[src/rtl/baud_tick_gen_pkg.sv]
// Shared constants and parameter checks for the baud tick generator and related clock dividers.
package baud_tick_gen_pkg;

   localparam int DIV_MIN = 32'sd2;

   function automatic bit os_valid(input int os);
      return (os >= 32'sd4) && ((os & (os - 32'sd1)) == 32'sd0);
   endfunction

endpackage

[src/rtl/baud_tick_gen_frac_acc.sv]
// Fractional period accumulator: turns an int.frac divisor into a sequence of integer
// period lengths whose running average equals the divisor.
module baud_tick_gen_frac_acc
   import baud_tick_gen_pkg::*;
#(
   parameter int N       = 16,
   parameter int F       = 4,
   parameter int DIV_RST = 326
) (
   input  logic         clk,
   input  logic         reset,
   input  logic         restart,
   input  logic         step,
   input  logic [N-1:0] div_int,
   input  logic [F-1:0] div_frac,
   output logic [N:0]   period
);

   logic [F-1:0] acc;
   logic [F-1:0] base;
   logic [F:0]   sum;
   logic [N:0]   next_period;

   // length of the period that starts now; a restart drops the accumulated phase first
   always_comb begin
      base        = {F{1'b0}};
      sum         = {(F+1){1'b0}};
      next_period = {(N+1){1'b0}};
      if (restart) begin
         base = {F{1'b0}};
      end else begin
         base = acc;
      end
      sum         = {1'b0, base} + {1'b0, div_frac};
      // N+1 bits so that the largest divisor plus a carry still fits
      next_period = {1'b0, div_int} + {{N{1'b0}}, sum[F]};
   end

   // accumulator and current period length, updated only at period starts
   always_ff @(posedge clk) begin
      if (reset) begin
         acc    <= {F{1'b0}};
         period <= (N+1)'(DIV_RST);
      end else if (restart || step) begin
         acc    <= sum[F-1:0];
         period <= next_period;
      end
   end

endmodule

[src/rtl/baud_tick_gen.sv]
// Programmable fractional baud tick generator: oversample, bit and mid-bit ticks with
// run-time divisor loading, enable and phase re-synchronisation.
module baud_tick_gen
   import baud_tick_gen_pkg::*;
#(
   parameter int N        = 16,
   parameter int F        = 4,
   parameter int OS       = 16,
   parameter int DIV_RST  = 326,
   parameter int FRAC_RST = 0
) (
   input  logic                  clk,
   input  logic                  reset,
   input  logic                  en,
   input  logic                  sync,
   input  logic                  div_load,
   input  logic [N-1:0]          div_int,
   input  logic [F-1:0]          div_frac,
   output logic                  os_tick,
   output logic                  bit_tick,
   output logic                  mid_tick,
   output logic                  div_err,
   output logic [N-1:0]          q,
   output logic [$clog2(OS)-1:0] os_cnt
);

   localparam int               OSW        = $clog2(OS);
   localparam logic [N-1:0]     DIV_MIN_V  = N'(DIV_MIN);
   localparam logic [N-1:0]     Q_ONE      = N'(1);
   localparam logic [N:0]       PERIOD_ONE = (N+1)'(1);
   localparam logic [OSW-1:0]   OS_ONE     = OSW'(1);
   localparam logic [OSW-1:0]   OS_LAST    = OSW'(OS - 1);
   localparam logic [OSW-1:0]   OS_MID     = OSW'(OS / 2 - 1);

   if (!os_valid(OS) || (DIV_RST < DIV_MIN) || ((DIV_RST >> N) != 32'sd0)) begin : g_bad_param
      $error("baud_tick_gen: OS must be a power of two >= 4 and DIV_RST must fit N bits and be >= 2");
   end

   logic [N-1:0] act_int;
   logic [F-1:0] act_frac;
   logic [N-1:0] pend_int;
   logic [F-1:0] pend_frac;
   logic         pend_v;
   logic [N:0]   period;

   logic         wrap;
   logic         step;
   logic         take_pend;
   logic         load_ok;
   logic         load_bad;
   logic [N-1:0] eff_int;
   logic [F-1:0] eff_frac;

   // wrap detection, shadow hand-over and load qualification
   always_comb begin
      wrap      = 1'b0;
      step      = 1'b0;
      take_pend = 1'b0;
      load_ok   = 1'b0;
      load_bad  = 1'b0;
      eff_int   = act_int;
      eff_frac  = act_frac;
      wrap      = en && ({1'b0, q} == (period - PERIOD_ONE));
      step      = wrap && !sync;
      load_bad  = div_load && (div_int < DIV_MIN_V);
      load_ok   = div_load && !load_bad;
      // a disabled generator has no period start to wait for, so the shadow moves at once
      take_pend = pend_v && (sync || wrap || !en);
      if (take_pend) begin
         eff_int  = pend_int;
         eff_frac = pend_frac;
      end else begin
         eff_int  = act_int;
         eff_frac = act_frac;
      end
   end

   // active divisor, pending shadow and load error pulse
   always_ff @(posedge clk) begin
      if (reset) begin
         act_int   <= N'(DIV_RST);
         act_frac  <= F'(FRAC_RST);
         pend_int  <= {N{1'b0}};
         pend_frac <= {F{1'b0}};
         pend_v    <= 1'b0;
         div_err   <= 1'b0;
      end else begin
         div_err <= load_bad;
         if (take_pend) begin
            act_int  <= pend_int;
            act_frac <= pend_frac;
            pend_v   <= 1'b0;
         end
         // a load landing with a hand-over refills the shadow for the following start
         if (load_ok) begin
            pend_int  <= div_int;
            pend_frac <= div_frac;
            pend_v    <= 1'b1;
         end
      end
   end

   baud_tick_gen_frac_acc #(
      .N       (N),
      .F       (F),
      .DIV_RST (DIV_RST)
   ) u_frac_acc (
      .clk      (clk),
      .reset    (reset),
      .restart  (sync),
      .step     (step),
      .div_int  (eff_int),
      .div_frac (eff_frac),
      .period   (period)
   );

   // period counter, oversample index and registered ticks
   always_ff @(posedge clk) begin
      if (reset) begin
         q        <= {N{1'b0}};
         os_cnt   <= {OSW{1'b0}};
         os_tick  <= 1'b0;
         bit_tick <= 1'b0;
         mid_tick <= 1'b0;
      end else if (sync) begin
         q        <= {N{1'b0}};
         os_cnt   <= {OSW{1'b0}};
         os_tick  <= 1'b0;
         bit_tick <= 1'b0;
         mid_tick <= 1'b0;
      end else if (wrap) begin
         q        <= {N{1'b0}};
         os_cnt   <= os_cnt + OS_ONE;
         os_tick  <= 1'b1;
         bit_tick <= (os_cnt == OS_LAST);
         mid_tick <= (os_cnt == OS_MID);
      end else begin
         if (en) begin
            q <= q + Q_ONE;
         end
         os_tick  <= 1'b0;
         bit_tick <= 1'b0;
         mid_tick <= 1'b0;
      end
   end

endmodule

[config.mk]
export PLATFORM = sky130hd
export DESIGN_NAME = baud_tick_gen
export DESIGN_NICKNAME = d
export VERILOG_FILES = /design/src/rtl/baud_tick_gen_pkg.sv /design/src/rtl/baud_tick_gen_frac_acc.sv /design/src/rtl/baud_tick_gen.sv
export SDC_FILE = /design/constraint.sdc
export NUM_CORES = 1
export LEC_CHECK = 0
export BUFFER_PORTS_ARGS = -buffer_cell sky130_fd_sc_hd__buf_2
export CELL_PAD_IN_SITES_DETAIL_PLACEMENT = 1
export CELL_PAD_IN_SITES_GLOBAL_PLACEMENT = 1
export CORE_UTILIZATION = 47
export DETAILED_ROUTE_END_ITERATION = 8
export PLACE_DENSITY_LB_ADDON = 0.1
export REMOVE_ABC_BUFFERS = 1
export SYNTH_ARGS = -nofsm -noshare
export SYNTH_HDL_FRONTEND = slang
export SYNTH_SLANG_ARGS = --single-unit
[constraint.sdc]
create_clock -name clk -period 13.5 [get_ports clk]
set_input_delay 0 -clock clk [delete_from_list [all_inputs] [get_ports clk]]
set_output_delay 0 -clock clk [all_outputs]
set_load 0.01 [all_outputs]
==> impl_metrics.csv <==
group,metric,value,unit
cts,clk_latency,370,ps
sta,slew_headroom,35.1,%
synth,synth_warnings,0,
worst_setup_path,path_cells,"inv_1 -> ha_1 -> nor3b_2 -> nand2_2 -> nor4b_1 -> a211oi_1 -> nor4b_4 -> o211ai_4 -> buf_4 -> mux2_2 -> ha_1 -> fa_1 -> a21o_1 -> a21o_1 -> ha_1 -> ha_1 -> nand2_1 -> nor2_1 -> nand4_1 -> mux2i_1 -> xor2_1 -> a211oi_1",
worst_setup_path,path_max_fanout,43,
routing,drt_iter0_markers,128,
worst_setup_path,arrival,5770,ps
finish,diodes,0,
grt,gr-usage-all-layers,26.7,%
sta,skew,9.63,ps
min_path,hp-class,"primary input to flop",
synth,syn_area_per_cell,8.65,µm²
worst_setup_path,crit_path_start_kind,"flop",
worst_setup_path,cp_slowest_cell,"nor4b_4",
synth,ys_types,69,
worst_setup_path,path_buf_inv,2,
worst_setup_path,max_stage_delay,560,ps
synth,synth_top_area_share,35.7,%
finish,layout_commonest_cell,"dfxtp_1",
worst_setup_path,crit_family,"simple AND/OR/NAND/NOR gates",
power,power.leakage,0.00230,µW
routing,drt-pass1-iter-count,4,
routing,wl_per_cell,17.5,µm
cts,clk_pin_slew,90,ps
placed_design,gp_routability_congestion,0.868,
synth,ys_seq_area_share,35.7,%
grt,grt_pass1_vias,4341,
finish,layout_common_cells,"86 x dfxtp_1, 70 x nand2_1, 59 x nor2_1",
routing,drc_errors,0,
cts,post-cts-setup-buffers,0,
run_status,status,"finished clean",
min_path,hold_path.startpoint,"en",
die,fp.dieH,103,µm
power,power,582,µW
routing,wl,13200,µm
sta,hold_viol,0,
finish,stdcell_area,5650,µm²
finish,drive_above_1_share,15.8,%
finish,nNetsFinal,655,
grt,grt_max_degree,54,
worst_setup_path,reg2reg_depth,22,
sta,rsz0062_at_grt,"no",
placed_design,port_buffers,48,
die,initial_core_util,48.8,%
synth,ys_seq_elements,86,
cts,clockBufferDepth,2,
routing,routed_via_density,5.57,
worst_setup_path,critPathCapture,"u_frac_acc.period[14]",
worst_setup_path,crit_required,13780,ps
routing,drt.antenna.violating_nets,0,
cts,cts-htree-levels,3,
power,ir_drop,0.0678,mV
sta,fmax,182,MHz
worst_setup_path,crit_cells,22,
worst_setup_path,rr_startpoint,"u_frac_acc.period[1]",
grt,grt_antenna_before_repair,0,
synth,synth_edf_count,0,
worst_setup_path,worst_setup_path_end_kind,"flop",
grt,grt_pass1_wl,21400,µm
synth,synth.area.top_cells,"dfxtp_1 36%, mux2i_1 6.9%, nand2_1 5.5%",
routing,routed-via-count,4223,
cts,cts_made_buffers,9,
cts,cts_tree,"yes",
worst_setup_path,rrSetupSlack,8010,ps
sta,post-route-period-util,40.7,%
worst_setup_path,crit_type,"flop to flop",
worst_setup_path,path_common_cell,"ha_1",
sta,setup_viol_count_final,0,
die,row_count,36,
cts,ctsRootBufferMaster,"clkbuf_8",
finish,areaGrowthSynthToFinish,17.2,%
cts,cts_sinks,86,
finish,fill_cells,1182,
synth,syn_area,4820,µm²
die,die-area,10700,µm²
die,fp.coreArea,9860,µm²
synth,synth_cells,557,
synth,yosys.area.top_type,"dfxtp_1",
sta,fin_tns_setup,0,ps
placed_design,dp_hpwl,9060,µm
sta,timing_max_transition_violations_final,0,
flow_run,drv_cap,0,
synth,synth_ff_type,"dfxtp_1",
sta,worst_slew_pin_slew,971,ps
sta,fin_crit,5490,ps
grt,grt_overflow,0,
die,ios,49,
worst_setup_path,r2r-end,"u_frac_acc.period[14]",
die,die_x,103,µm
placed_design,placed_cell_area,5070,µm²
synth,synth-async-reset-ratio,0,%
power,power_density,103,nW/µm²
worst_setup_path,crit_start,"u_frac_acc.period[1]",
## how the worst min path moves through the flow
stage / endpoint / slack, ps / cells past startpoint
after floorplan: u_frac_acc.period[3] / 60 / 1
final: q[0] / 20 / 3
after global routing: q[0] / 50 / 3
after CTS: q[0] / 10 / 3
after detailed placement: pend_frac[2] / 240 / 3
after global placement: pend_int[0] / 230 / 3
## per-layer routing
metal  GRT usage, %  share of wire [%]
met5              0                  0
met4           12.4                2.6
met3           3.49                1.9
met2           49.0                 51
met1           30.9                 45
## cell type report
cell class | instances | area (µm²) | share of cell area [%]
multi-input cells | 434 | 2900 | 51.3
flip-flops and latches | 86 | 1720 | 30.5
repair buffers | 81 | 566 | 10.0
well taps | 133 | 166 | 2.95
clock buffers | 11 | 141 | 2.50
clock inverters | 5 | 129 | 2.28
inverters | 8 | 30.0 | 0.532
## repair_timing
| item | in CTS | in global routing |
|---|---|---|
| setup endpoints to repair | 0 | 0 |
| hold buffers | 31 | 0 |
| gates resized for setup | 0 | 0 |
| endpoints found under the hold margin | 23 | 0 |
## per-stage QoR
stage,util [%],setup slack (ps),hold slack [ps],std cells
CTS,57.3,8010,10.5,758
global placement,51.4,8270,230,711
detailed placement,51.4,8040,243,711
finish,57.3,8010,24.2,758
floorplan,-,8300,62.4,528
global route,57.3,7670,51.0,758
## where the power goes
group / total [µW] / leakage, µW / internal (µW) / switching, µW
combinational: 63.4 / 0.00147 / 29.0 / 34.5
clock: 245 / 0.000134 / 148 / 97.7
sequential: 273 / 0.000700 / 262 / 11.5
total: 582 / 0.00230 / 438 / 144
## tightest hold or removal path: stages
cell,delay [ps]
buf_2,190
xnor2_1,90
nor2_1,80
## cells by family (layout without fill, tap and decap cells)
| group | after synthesis | in the layout | share of synthesized area [%] |
|---|---|---|---|
| AO/OA/AOI/OAI | 84 | 84 | 12.6 |
| flip-flops | 86 | 86 | 35.7 |
| XOR/XNOR | 57 | 57 | 10.4 |
| AND/OR/NAND/NOR | 241 | 241 | 25.2 |
| multiplexers | 42 | 42 | 9.11 |
| adder cells (fa/ha/maj) | 10 | 10 | 2.75 |
| buffers and inverters | 37 | 105 | 4.18 |
## synth_stat cells (all sizes together) (12+ instances only)
| master | count |
|---|---|
| clkbuf | 15 |
| xnor2 | 30 |
| nand3 | 16 |
| nand4 | 22 |
| dfxtp | 86 |
| nor2 | 61 |
| nor3 | 14 |
| a21oi | 30 |
| mux2i | 33 |
| o21ai | 12 |
| xor2 | 27 |
| buf | 14 |
| nand2 | 71 |
## state kept, by name, summed over array words and instances (netlist names)
name and count:
u_frac_acc.period 17, act_int 16, pend_int 16, q 16
act_frac 4, os_cnt 4, pend_frac 4, u_frac_acc.acc 4
bit_tick 1, div_err 1, mid_tick 1, os_tick 1
pend_v 1
No activity file was read; power rests on OpenSTA's default activity.
